### src/rtl/branch_compare_unit_if.sv
// rtl/branch_compare_unit_if.sv - operand/flag bundle between register read and branch control
interface branch_compare_unit_if #(
  parameter int XLEN = 32
) ();
  logic            start_w_i_h;
  logic [XLEN-1:0] rs1_w_i;
  logic [XLEN-1:0] rs2_w_i;
  logic            branch_w_i_h;
  logic            busy_w_o_h;
  logic            valid_w_o_h;
  logic            eq_w_o_h;
  logic            ltu_w_o_h;
  logic            gteu_w_o_h;
  logic            lts_w_o_h;
  logic            gtes_w_o_h;
  logic            cmp_branch_w_o_h;

  modport master (
    output start_w_i_h, rs1_w_i, rs2_w_i, branch_w_i_h,
    input  busy_w_o_h, valid_w_o_h, eq_w_o_h, ltu_w_o_h,
    input  gteu_w_o_h, lts_w_o_h, gtes_w_o_h, cmp_branch_w_o_h
  );

  modport slave (
    input  start_w_i_h, rs1_w_i, rs2_w_i, branch_w_i_h,
    output busy_w_o_h, valid_w_o_h, eq_w_o_h, ltu_w_o_h,
    output gteu_w_o_h, lts_w_o_h, gtes_w_o_h, cmp_branch_w_o_h
  );
endinterface

### src/rtl/branch_compare_unit.sv
// rtl/branch_compare_unit.sv - digit-serial MSD-first comparator producing branch condition flags
module branch_compare_unit #(
  parameter int XLEN    = 32,
  parameter int DIGIT_W = 4
) (
  input  logic                 clk_w_i,
  input  logic                 rst_w_i_h,
  branch_compare_unit_if.slave bus
);
  localparam int NDIG  = XLEN / DIGIT_W;
  localparam int IDX_W = (NDIG > 1) ? $clog2(NDIG) : 1;

  localparam logic [0:0] ST_IDLE = 1'b0;
  localparam logic [0:0] ST_BUSY = 1'b1;

  logic [0:0]       state_q, state_d;
  logic [XLEN-1:0]  a_q, a_d;
  logic [XLEN-1:0]  b_q, b_d;
  logic             br_q, br_d;
  logic             sd_q, sd_d;
  logic [IDX_W-1:0] idx_q, idx_d;
  logic             valid_q, valid_d;
  logic             eq_q, eq_d;
  logic             ltu_q, ltu_d;
  logic             gteu_q, gteu_d;
  logic             lts_q, lts_d;
  logic             gtes_q, gtes_d;
  logic             cmpb_q, cmpb_d;

  logic [DIGIT_W-1:0] dig_a, dig_b;
  logic               dig_lt;

  assign dig_a  = a_q[idx_q*DIGIT_W +: DIGIT_W];
  assign dig_b  = b_q[idx_q*DIGIT_W +: DIGIT_W];
  assign dig_lt = (dig_a < dig_b);

  always_comb begin
    state_d = state_q;
    a_d     = a_q;
    b_d     = b_q;
    br_d    = br_q;
    sd_d    = sd_q;
    idx_d   = idx_q;
    valid_d = 1'b0;
    eq_d    = eq_q;
    ltu_d   = ltu_q;
    gteu_d  = gteu_q;
    lts_d   = lts_q;
    gtes_d  = gtes_q;
    cmpb_d  = cmpb_q;
    case (state_q)
      ST_IDLE: begin
        if (bus.start_w_i_h) begin
          a_d     = bus.rs1_w_i;
          b_d     = bus.rs2_w_i;
          br_d    = bus.branch_w_i_h;
          sd_d    = bus.rs1_w_i[XLEN-1] ^ bus.rs2_w_i[XLEN-1];
          idx_d   = IDX_W'(NDIG - 1);
          state_d = ST_BUSY;
        end
      end
      default: begin
        // First differing digit decides; equal down to digit 0 means equal operands
        if ((dig_a != dig_b) || (idx_q == '0)) begin
          eq_d    = (dig_a == dig_b);
          ltu_d   = dig_lt;
          gteu_d  = ~dig_lt;
          lts_d   = sd_q ? a_q[XLEN-1] : dig_lt;
          gtes_d  = ~(sd_q ? a_q[XLEN-1] : dig_lt);
          cmpb_d  = br_q;
          valid_d = 1'b1;
          state_d = ST_IDLE;
        end else begin
          idx_d = idx_q - 1'b1;
        end
      end
    endcase
  end

  always_ff @(posedge clk_w_i or posedge rst_w_i_h) begin
    if (rst_w_i_h) begin
      state_q <= ST_IDLE;
      a_q     <= '0;
      b_q     <= '0;
      br_q    <= 1'b0;
      sd_q    <= 1'b0;
      idx_q   <= '0;
      valid_q <= 1'b0;
      eq_q    <= 1'b0;
      ltu_q   <= 1'b0;
      gteu_q  <= 1'b0;
      lts_q   <= 1'b0;
      gtes_q  <= 1'b0;
      cmpb_q  <= 1'b0;
    end else begin
      state_q <= state_d;
      a_q     <= a_d;
      b_q     <= b_d;
      br_q    <= br_d;
      sd_q    <= sd_d;
      idx_q   <= idx_d;
      valid_q <= valid_d;
      eq_q    <= eq_d;
      ltu_q   <= ltu_d;
      gteu_q  <= gteu_d;
      lts_q   <= lts_d;
      gtes_q  <= gtes_d;
      cmpb_q  <= cmpb_d;
    end
  end

  assign bus.busy_w_o_h       = (state_q == ST_BUSY);
  assign bus.valid_w_o_h      = valid_q;
  assign bus.eq_w_o_h         = eq_q;
  assign bus.ltu_w_o_h        = ltu_q;
  assign bus.gteu_w_o_h       = gteu_q;
  assign bus.lts_w_o_h        = lts_q;
  assign bus.gtes_w_o_h       = gtes_q;
  assign bus.cmp_branch_w_o_h = cmpb_q;
endmodule

### src/flat_wrapper.sv
// flat-port wrapper written by rule: the top's interface ports become plain ports
module branch_compare_unit_flat 
#(
  parameter int XLEN    = 32,
  parameter int DIGIT_W = 4
)
  (clk_w_i, rst_w_i_h, bus_start_w_i_h, bus_rs1_w_i, bus_rs2_w_i, bus_branch_w_i_h, bus_busy_w_o_h, bus_valid_w_o_h, bus_eq_w_o_h, bus_ltu_w_o_h, bus_gteu_w_o_h, bus_lts_w_o_h, bus_gtes_w_o_h, bus_cmp_branch_w_o_h);
  branch_compare_unit_if #(.XLEN(XLEN)) bus_i ();
  input  logic clk_w_i;
  input  logic rst_w_i_h;
  input wire logic [$bits(bus_i.start_w_i_h)-1:0] bus_start_w_i_h;
  input wire logic [$bits(bus_i.rs1_w_i)-1:0] bus_rs1_w_i;
  input wire logic [$bits(bus_i.rs2_w_i)-1:0] bus_rs2_w_i;
  input wire logic [$bits(bus_i.branch_w_i_h)-1:0] bus_branch_w_i_h;
  output wire logic [$bits(bus_i.busy_w_o_h)-1:0] bus_busy_w_o_h;
  output wire logic [$bits(bus_i.valid_w_o_h)-1:0] bus_valid_w_o_h;
  output wire logic [$bits(bus_i.eq_w_o_h)-1:0] bus_eq_w_o_h;
  output wire logic [$bits(bus_i.ltu_w_o_h)-1:0] bus_ltu_w_o_h;
  output wire logic [$bits(bus_i.gteu_w_o_h)-1:0] bus_gteu_w_o_h;
  output wire logic [$bits(bus_i.lts_w_o_h)-1:0] bus_lts_w_o_h;
  output wire logic [$bits(bus_i.gtes_w_o_h)-1:0] bus_gtes_w_o_h;
  output wire logic [$bits(bus_i.cmp_branch_w_o_h)-1:0] bus_cmp_branch_w_o_h;
  assign bus_i.start_w_i_h = bus_start_w_i_h;
  assign bus_i.rs1_w_i = bus_rs1_w_i;
  assign bus_i.rs2_w_i = bus_rs2_w_i;
  assign bus_i.branch_w_i_h = bus_branch_w_i_h;
  assign bus_busy_w_o_h = bus_i.busy_w_o_h;
  assign bus_valid_w_o_h = bus_i.valid_w_o_h;
  assign bus_eq_w_o_h = bus_i.eq_w_o_h;
  assign bus_ltu_w_o_h = bus_i.ltu_w_o_h;
  assign bus_gteu_w_o_h = bus_i.gteu_w_o_h;
  assign bus_lts_w_o_h = bus_i.lts_w_o_h;
  assign bus_gtes_w_o_h = bus_i.gtes_w_o_h;
  assign bus_cmp_branch_w_o_h = bus_i.cmp_branch_w_o_h;
  branch_compare_unit #(.XLEN(XLEN), .DIGIT_W(DIGIT_W)) u_core (.clk_w_i(clk_w_i), .rst_w_i_h(rst_w_i_h), .bus(bus_i));
endmodule
### config.mk
export PLATFORM = sky130hd
export DESIGN_NAME = branch_compare_unit_flat
export DESIGN_NICKNAME = d
export VERILOG_FILES = /design/src/rtl/branch_compare_unit_if.sv /design/src/rtl/branch_compare_unit.sv /design/src/flat_wrapper.sv
export SDC_FILE = /design/constraint.sdc
export NUM_CORES = 1
export LEC_CHECK = 0
export ABC_AREA = 1
export CAP_MARGIN = 0
export CELL_PAD_IN_SITES_DETAIL_PLACEMENT = 1
export CELL_PAD_IN_SITES_GLOBAL_PLACEMENT = 1
export CORE_MARGIN = 2
export CORE_UTILIZATION = 37
export DETAILED_ROUTE_END_ITERATION = 10
export GPL_TIMING_DRIVEN = 0
export PLACE_DENSITY_LB_ADDON = 0.1
export SYNTH_ARGS = -nofsm -noshare
export SYNTH_HDL_FRONTEND = slang
export SYNTH_SLANG_ARGS = --single-unit
### constraint.sdc
create_clock -name clk_w_i -period 7 [get_ports clk_w_i]
set_input_delay 2.1 -clock clk_w_i [delete_from_list [all_inputs] [get_ports clk_w_i]]
set_output_delay 2.1 -clock clk_w_i [all_outputs]
set_load 0.01 [all_outputs]
==> impl_metrics.ini, run 1 <==
[synth]
synth_area_um2 = 3620
synth_seq_cells = 77
synth_area_per_cell_um2 = 7.77
synth_nets = 540
syn_inst = 466
ys_seq_area_frac = 0.532
yosysWarnings = 0
yosys.cell_types.count = 17

[detailed_routing]
drt_iter0_markers = 85
drc = 0
wire_per_inst_um = 15.2
routed_wl_um = 10500
vias = 3302
final_antenna_net_count = 0
post_drt_via_cell_ratio = 4.78
first_pass_iters = 4

[placed_design]
io_buffers = 75
gp_congestion = 0.817
place_area_um2 = 4570
dp_hpwl_um = 7680

[cts]
cts-buffers-inserted = 9
cts_sinks = 77
cts_tree = built
clk_pin_slew_ns = 0.09
htree_levels = 3
clock_latency_ns = 0.36
postCtsHoldBufs = 0
cts_resized = 0
clockBufferDepth = 2
cts-root-buf = clkbuf_8
post_cts_buffers = 0

[worst_hold_path]
hp-class = flop to flop
min_delay_path_depth = 2
whs_endpoint = u_core.a_q[8]$_DFFE_PP0P_
hp-start = u_core.a_q[8]$_DFFE_PP0P_

[worst_setup_path]
reg2reg_depth = 13
crit_type = flop to primary output
r2r-start = u_core.idx_q[1]$_DFFE_PP0P_
path_buf_inv = 1
crit_family = buffers and inverters
critPathLaunchType = flop
slowest_delay_ns = 0.59
required_ns = 4.90
crit_path_top_delay_cell = clkdlybuf4s50_1
critPathCaptureType = primary output
worstPathCellList = clkdlybuf4s50_1
rrSetupSlack_ns = 4.51
cp_max_fo = 6
critical_path_arrival_ns = 1.46
rr_endpoint = u_core.idx_q[2]$_DFFE_PP0P_

[grt]
grt_start_max_net_pins = 53
grt_pass1_wl_um = 17300
met3_usage = 0.0285
grt_busiest_layer = met2
grt_pass1_vias = 3615
grt.met1_usage = 0.274
track_usage = 0.217
antenna_found_initial = 0
overflow = 0
met2_usage = 0.384

[power_and_ir_drop]
finalPower_mw = 2.03
p_per_area_nw_per_um2 = 428
p_leak_nw = 2.37
ir_drop_mv = 0.150

[floorplan]
core.rowCount = 36
coreArea_um2 = 9640
die_h_um = 103
dieArea_um2 = 10600
initial_core_util = 0.376
io_pins = 76
die_x_um = 103

[cells_and_area]
antenna_cells = 0
mostFrequentLayoutCells = 223 x nand2_1, 77 x dfrtp_1, 75 x clkdlybuf4s50_1, 42 x o21ai_0, 24 x inv_1
final_common_cell = nand2_1
layout-drive-gt1-share = 0.0789
nets = 627
areaGrowthSynthToFinish_pct = 31.1
final_area_um2 = 4750
fillCellCount = 1212

[timing]
hold_violations = 0
fmax_ghz = 0.281
tightest_slew_ns = 0.584
setup_tns_ns = 0
fin_skew_ns = 0.0128
finalSetupViolCount = 0
finalCriticalPeriod_ns = 3.56
holdWs_ns = 0.488
period_share = 0.508
rsz0062_at_grt = false
max_slew_margin = 0.611
final-max-slew-violation-count = 0

[outcome]
status = complete, no violations

[flow_run]
max_cap_viol_count = 0
power by group:
part / internal, mW / switching (mW)
Combinational: 0.361 / 0.597
Sequential: 0.646 / 0.108
Clock: 0.132 / 0.188
cell families (layout without fill, tap and decap cells):
| kind of cell | Yosys count | after routing | share of synthesized area |
|---|---|---|---|
| adder cells (fa/ha/maj) | 6 | 6 | 0.0207 |
| buffers and inverters | 54 | 146 | 0.0701 |
| AND/OR/NAND/NOR | 255 | 255 | 0.268 |
| AO/OA/AOI/OAI | 74 | 74 | 0.108 |
| flip-flops | 77 | 77 | 0.532 |
worst max path at each step:
stage / from / to / slack (ns) / cells past startpoint
6_report: u_core.bus.busy_w_o_h$_DFF_PP0_ / bus_busy_w_o_h / 3.44 / 1
5_1_grt: u_core.bus.busy_w_o_h$_DFF_PP0_ / bus_busy_w_o_h / 3.39 / 1
4_1_cts: u_core.bus.busy_w_o_h$_DFF_PP0_ / bus_busy_w_o_h / 3.44 / 1
3_5_place_dp: bus_start_w_i_h / u_core.b_q[4]$_DFFE_PP0P_ / 3.53 / 6
3_3_place_gp: rst_w_i_h / u_core.bus.gteu_w_o_h$_DFFE_PP0P_ / 1.56 / 2
2_1_floorplan: rst_w_i_h / u_core.a_q[0]$_DFFE_PP0P_ / 2.93 / 1
tightest hold or removal path: stages, from the launching register on:
cell and delay, ns:
dfrtp_1 0.35, nand2_1 0.06, nand2_1 0.05
cell type report:
| type | instances | area (um^2) | area share |
|---|---|---|---|
| plain buffers | 25 | 143 | 0.0300 |
| clock buffers | 9 | 124 | 0.0261 |
| clock inverters | 7 | 56.3 | 0.0119 |
| inverters | 29 | 114 | 0.0240 |
| multi-input cells | 335 | 1440 | 0.303 |
| flip-flops and latches | 77 | 1930 | 0.406 |
| well taps | 133 | 166 | 0.0350 |
| repair buffers | 76 | 778 | 0.164 |
per-layer routing:
layer	wire length, um	vias up
met3	346	13
met2	5300	61
met5	0	-
met4	170	0
li1	-	1631
met1	4700	1597
cells in the mapped netlist:
library cell	n	area (um^2)
a21oi_1	13	65.1
dfrtp_1	77	1930
nand2_1	223	837
nor2_1	22	82.6
inv_1	25	93.8
o21ai_1	10	50.1
ha_1	6	75.1
inv_4	1	6.26
buf_2	12	60.1
buf_4	7	52.6
buf_6	1	11.3
inv_2	3	11.3
o211ai_1	9	67.6
nand3_1	8	40.0
o21ai_0	42	210
nand2_2	2	12.5
clkbuf_1	5	18.8
state kept, by name, summed over array words and instances, names as in the netlist:
register                     count
u_core.a_q                      32
u_core.b_q                      32
u_core.idx_q                     3
u_core.br_q                      1
u_core.bus.busy_w_o_h            1
u_core.bus.cmp_branch_w_o_h      1
u_core.bus.eq_w_o_h              1
u_core.bus.gtes_w_o_h            1
u_core.bus.gteu_w_o_h            1
u_core.bus.lts_w_o_h             1
u_core.bus.ltu_w_o_h             1
u_core.bus.valid_w_o_h           1
u_core.sd_q                      1
stage by stage:
step | utilization | setup WS, ns | cells
floorplan | - | 2.93 | 466
global placement | 0.471 | 1.56 | 674
detailed placement | 0.474 | 3.53 | 675
CTS | 0.493 | 3.44 | 691
global route | 0.493 | 3.39 | 691
finish | 0.493 | 3.44 | 691
(Power assumes the default switching activity.)
==> run 2: changes to the inputs <==
--- a/config.mk
+++ b/config.mk
@@ -10,7 +10,7 @@
 export CELL_PAD_IN_SITES_DETAIL_PLACEMENT = 1
 export CELL_PAD_IN_SITES_GLOBAL_PLACEMENT = 1
 export CORE_MARGIN = 2
-export CORE_UTILIZATION = 37
+export CORE_UTILIZATION = 33
 export DETAILED_ROUTE_END_ITERATION = 10
 export GPL_TIMING_DRIVEN = 0
 export PLACE_DENSITY_LB_ADDON = 0.1
==> constraint.sdc (replaced) <==
create_clock -name clk_w_i -period 3.2 [get_ports clk_w_i]
set_input_delay 0.96 -clock clk_w_i [delete_from_list [all_inputs] [get_ports clk_w_i]]
set_output_delay 0.96 -clock clk_w_i [all_outputs]
set_load 0.01 [all_outputs]
==> run 2 against run 1 <==
Against the previous run:
- combinational power is 120% higher
- sequential power up 120%
- clock skew is 0.0028 ns lower
- global-route usage fell by 2.0 points
- hold slack got worse by 0.0050 ns
- via count increased by 0.33%
- clock power increased by 110%
- first-iteration DRC count is 14% higher
- final area shrank 0.13%
- sequential share of layout area rose by 0.053 points
- largest power group unchanged
==> impl_metrics.ini, run 2 (synthesis results as in run 1) <==
[cts]
cts_resized = 0
htree_levels = 3
cts_sinks = 77
clock_latency_ns = 0.36
post_cts_buffers = 0
clockBufferDepth = 2
cts-buffers-inserted = 9
postCtsHoldBufs = 0
cts_tree = built
clk_pin_slew_ns = 0.08
cts-root-buf = clkbuf_8

[floorplan]
initial_core_util = 0.335
io_pins = 76
die_h_um = 109
core.rowCount = 38
dieArea_um2 = 11800
die_x_um = 109
coreArea_um2 = 10800

[worst_setup_path]
rrSetupSlack_ns = 0.74
critical_path_arrival_ns = 2.72
crit_type = flop to flop
rr_endpoint = u_core.idx_q[2]$_DFFE_PP0P_
required_ns = 3.46
r2r-start = u_core.idx_q[0]$_DFFE_PP0P_
critPathLaunchType = flop
reg2reg_depth = 16
cp_max_fo = 10
critPathCaptureType = flop

[grt]
track_usage = 0.197
grt_start_max_net_pins = 62
antenna_found_initial = 0
grt_pass1_wl_um = 17600
grt_pass1_vias = 3510
overflow = 0

[detailed_routing]
drt-met1-wl_um = 5030
final_antenna_net_count = 0
wire_per_inst_um = 15.3
routed_wl_um = 10700
highest_layer = met4
vias = 3313
first_pass_iters = 4
dr_wl_met3_um = 426
wl_met2_um = 5040
drc = 0
post_drt_via_cell_ratio = 4.76
drt_iter0_markers = 97

[placed_design]
io_buffers = 75
dpl_worst_slack_ns = 0.734
dp.cells = 682
dp_hpwl_um = 7700
place_area_um2 = 4580
gp_congestion = 0.774

[cells_and_area]
stdcell_count = 696
antenna_cells = 0
areaGrowthSynthToFinish_pct = 31.0
final_area_um2 = 4740
final_common_cell = nand2_1
layout-drive-gt1-share = 0.0737
largestRegisters = u_core.a_q (32), u_core.b_q (32), u_core.idx_q (3)
nets = 627
mostFrequentLayoutCells = 223 x nand2_1, 77 x dfrtp_1, 75 x clkdlybuf4s50_1, 42 x o21ai_0, 24 x inv_1

[timing]
finalCriticalPeriod_ns = 2.46
period_share = 0.770
max_slew_margin = 0.596
final-max-slew-violation-count = 0
rsz0062_at_grt = false
fmax_ghz = 0.406
fin_ws_ns = 0.737
finalSetupViolCount = 0
hold_violations = 0
tightest_slew_ns = 0.606
fin_skew_ns = 0.0100

[outcome]
status = complete, no violations

[worst_hold_path]
whs_endpoint = u_core.a_q[9]$_DFFE_PP0P_
min_delay_path_depth = 2
hp-start = u_core.a_q[9]$_DFFE_PP0P_
hp-class = flop to flop

[flow_run]
max_cap_viol_count = 0

[power_and_ir_drop]
p_per_area_nw_per_um2 = 929
ir_drop_mv = 0.338
p_leak_nw = 2.38
run 2: final cells by class:
cell class / instances / area (um^2)
clock inverter: 2 / 10.0
tap: 140 / 175
inverter: 29 / 114
multi-input combinational: 335 / 1440
fill: 1343 / 6050
timing repair buffer: 76 / 778
sequential: 77 / 1930
buffer: 25 / 143
clock buffer: 12 / 155
run 2: worst max path at each step:
stage / startpoint / to / slack, ns / depth (start not counted)
after floorplan: rst_w_i_h / u_core.a_q[0]$_DFFE_PP0P_ / 0.27 / 1
after global placement: rst_w_i_h / u_core.bus.valid_w_o_h$_DFF_PP0_ / -1.15 / 2
after detailed placement: u_core.idx_q[0]$_DFFE_PP0P_ / u_core.idx_q[2]$_DFFE_PP0P_ / 0.73 / 13
after CTS: u_core.idx_q[0]$_DFFE_PP0P_ / u_core.idx_q[2]$_DFFE_PP0P_ / 0.72 / 13
after global routing: u_core.idx_q[1]$_DFFE_PP0P_ / u_core.idx_q[2]$_DFFE_PP0P_ / 0.41 / 13
final: u_core.idx_q[0]$_DFFE_PP0P_ / u_core.idx_q[2]$_DFFE_PP0P_ / 0.74 / 16
run 2: per-layer routing:
metal,vias up,track usage
met5,-,0
met4,0,0.0650
met3,16,0.0347
met2,67,0.340
met1,1605,0.250
li1,1625,-
run 2: per-stage QoR:
stage	power [mW]	hold WS (ns)	utilization	setup TNS [ns]
5_1_grt	4.82	0.508	0.439	0
6_report	4.41	0.483	0.439	0
3_5_place_dp	3.76	0.464	0.424	0
3_3_place_gp	3.68	0.457	0.421	-87.98
4_1_cts	4.45	0.484	0.439	0
2_1_floorplan	3.00	0.442	-	0
run 2: report_power, final:
group	switching [mW]	internal [mW]
clock	0.363	0.314
sequential	0.223	1.41
combinational	1.31	0.785
run 2: worst max-delay path, cell delays in order, from the launching register on:
cell     delay [ns]
dfrtp_1        0.36
buf_2          0.15
buf_2          0.20
nor2_1         0.12
nor2_1         0.04
o21ai_0        0.10
o21ai_0        0.12
nand2_1        0.07
nand2_1        0.09
ha_1           0.32
nand2_1        0.08
nor2_1         0.20
nand3_1        0.13
nand2_1        0.18
nand2_1        0.08
nand2_1        0.06
nand2_1        0.05
==> run 3: changes to the inputs <==
--- a/config.mk
+++ b/config.mk
@@ -10,7 +10,7 @@
 export CELL_PAD_IN_SITES_DETAIL_PLACEMENT = 1
 export CELL_PAD_IN_SITES_GLOBAL_PLACEMENT = 1
 export CORE_MARGIN = 2
-export CORE_UTILIZATION = 33
+export CORE_UTILIZATION = 37
 export DETAILED_ROUTE_END_ITERATION = 10
 export GPL_TIMING_DRIVEN = 0
 export PLACE_DENSITY_LB_ADDON = 0.1
==> constraint.sdc (replaced) <==
create_clock -name clk_w_i -period 2.3 [get_ports clk_w_i]
set_input_delay 0.69 -clock clk_w_i [delete_from_list [all_inputs] [get_ports clk_w_i]]
set_output_delay 0.69 -clock clk_w_i [all_outputs]
set_load 0.01 [all_outputs]
==> run 3 against run 2 <==
Against the previous run:
- cell count rose by 0.43%
- routed wire length rose by 1.2%
- fmax rose by 10%
- first-iteration DRC count fell by 20%
- highest routed layer unchanged
- die area fell by 10%
- largest cell class unchanged
- critical path depth fell by 2
- sequential power rose by 40%
- combinational power rose by 66%
- critical path type unchanged
- sequential share of layout area fell by 1.7 points
==> impl_metrics.ini, run 3 (synthesis results as in run 1) <==
[worst_setup_path]
reg2reg_depth = 14
critPathCaptureType = flop
required_ns = 2.55
rr_endpoint = u_core.idx_q[2]$_DFFE_PP0P_
crit_family = simple AND/OR/NAND/NOR gates
slowest_delay_ns = 0.39
critical_path_arrival_ns = 2.49
path_buf_inv = 2
crit_path_frequent_cell = nand2_1
critPathLaunch = u_core.idx_q[0]$_DFFE_PP0P_
crit_type = flop to flop
rrSetupSlack_ns = 0.06
critPathLaunchType = flop
cp_max_fo = 10
worstPathCellList = buf_4 -> buf_2 -> o21ai_1 -> nand2_1 -> nand2_1 -> nand2_1 -> ha_1 -> nand2_2 -> nor2_4 -> nand3_2 -> nand2_4 -> nand2_1 -> nand2_1 -> nand2_1
r2r-start = u_core.idx_q[0]$_DFFE_PP0P_
crit_path_top_delay_cell = dfrtp_1

[cts]
cts_tree = built
clockBufferDepth = 2
cts-root-buf = clkbuf_8
clock_latency_ns = 0.36
cts-buffers-inserted = 9
htree_levels = 3
clk_pin_slew_ns = 0.09
postCtsHoldBufs = 0
cts_sinks = 77

[grt]
antenna_found_initial = 0
grt_pass1_wl_um = 17000
overflow = 0
grt_pass1_vias = 3522
grt_start_max_net_pins = 31
track_usage = 0.210

[cells_and_area]
fillCellCount = 1235
nets = 635
largestRegisters = u_core.a_q (32), u_core.b_q (32), u_core.idx_q (3)
mostFrequentLayoutCells = 218 x nand2_1, 77 x dfrtp_1, 75 x clkdlybuf4s50_1, 35 x o21ai_0, 23 x inv_1
seq_area_um2 = 1930
stdcell_count = 699
antenna_cells = 0
final_common_cell = nand2_1
areaGrowthSynthToFinish_pct = 36.8
layout-drive-gt1-share = 0.113
multi_input_area_um2 = 1500

[timing]
finalCriticalPeriod_ns = 2.24
finalSetupViolCount = 0
max_slew_margin = 0.565
setup_tns_ns = 0
tightest_slew_ns = 0.651
period_share = 0.973
final-max-slew-violation-count = 0
fin_skew_ns = 0.0139
fmax_ghz = 0.447
hold_violations = 0

[detailed_routing]
final_antenna_net_count = 0
vias = 3356
wire_per_inst_um = 15.4
routed_wl_um = 10800
drt_iter0_markers = 78
first_pass_iters = 5
post_drt_via_cell_ratio = 4.80
drc = 0

[floorplan]
initial_core_util = 0.376
die_h_um = 103
coreArea_um2 = 9640
dieArea_um2 = 10600
die_x_um = 103
core.rowCount = 36
io_pins = 76

[flow_run]
max_cap_viol_count = 0

[worst_hold_path]
whs_endpoint = u_core.bus.lts_w_o_h$_DFFE_PP0P_
hp-class = flop to flop
min_delay_path_depth = 2
hp-start = u_core.bus.lts_w_o_h$_DFFE_PP0P_

[placed_design]
io_buffers = 75
dp.cells = 676
dp_hpwl_um = 7740
gp_congestion = 0.804

[power_and_ir_drop]
p_leak_nw = 2.46
p_per_area_nw_per_um2 = 1380
finalPower_mw = 6.86
ir_drop_mv = 0.463

[outcome]
status = complete, no violations
==> run 3: final cells by class <==
cell class / instances / area share
clock inverter: 5 / 0.0116
timing repair buffer: 84 / 0.172
sequential: 77 / 0.389
tap: 133 / 0.0336
clock buffer: 11 / 0.0306
inverter: 29 / 0.0237
multi-input combinational: 335 / 0.303
buffer: 25 / 0.0371
==> run 3: worst reg2reg max path, cell delays in order (launching register included) <==
cell and delay (ns):
dfrtp_1 0.39, buf_4 0.18, buf_2 0.20, o21ai_1 0.19, nand2_1 0.08, nand2_1 0.06
nand2_1 0.08, ha_1 0.31, nand2_2 0.08, nor2_4 0.16, nand3_2 0.13, nand2_4 0.13
nand2_1 0.06, nand2_1 0.05, nand2_1 0.05
==> run 3: how the worst max path moves through the flow <==
stage                                                   end  slack [ns]  cells after the start
after detailed placement        u_core.idx_q[2]$_DFFE_PP0P_       -0.17                     14
after CTS                 u_core.bus.gtes_w_o_h$_DFFE_PP0P_       0.006                     16
after global routing            u_core.idx_q[2]$_DFFE_PP0P_       -0.05                     16
final                           u_core.idx_q[2]$_DFFE_PP0P_        0.06                     14
after global placement    u_core.bus.gteu_w_o_h$_DFFE_PP0P_       -0.20                      2
after floorplan                 u_core.idx_q[2]$_DFFE_PP0P_        0.31                     16
==> run 3: metrics by stage <==
stage / util / setup slack, ns / hold WS (ns) / instance area, um^2
after floorplan: - / 0.305 / 0.442 / 3620
after global placement: 0.471 / -0.195 / 0.456 / 4540
after detailed placement: 0.476 / -0.166 / 0.463 / 4590
after CTS: 0.504 / 0.00610 / 0.485 / 4860
after global routing: 0.514 / -0.0505 / 0.500 / 4950
final: 0.514 / 0.0626 / 0.479 / 4950
==> run 3: what timing repair did <==
item	in CTS	in global routing
gates resized for setup	11	26
endpoints found under the hold margin	0	0
buffers inserted	4	3
setup endpoints to repair	10	10
pin swaps	2	3
==> run 3: where the power goes <==
part / internal [mW] / switching, mW / leakage, nW
logic: 1.42 / 2.05 / 1.41
clock network: 0.563 / 0.529 / 0.110
registers: 1.97 / 0.332 / 0.943
==> run 3: routing by layer <==
metal  global-route usage  vias up  part of all wire
li1                     -     1643                 -
met4               0.0628        0             0.010
met1                0.266     1634              0.44
met2                0.371       67              0.51
met3               0.0325       12             0.038
met5                    0        -                 0
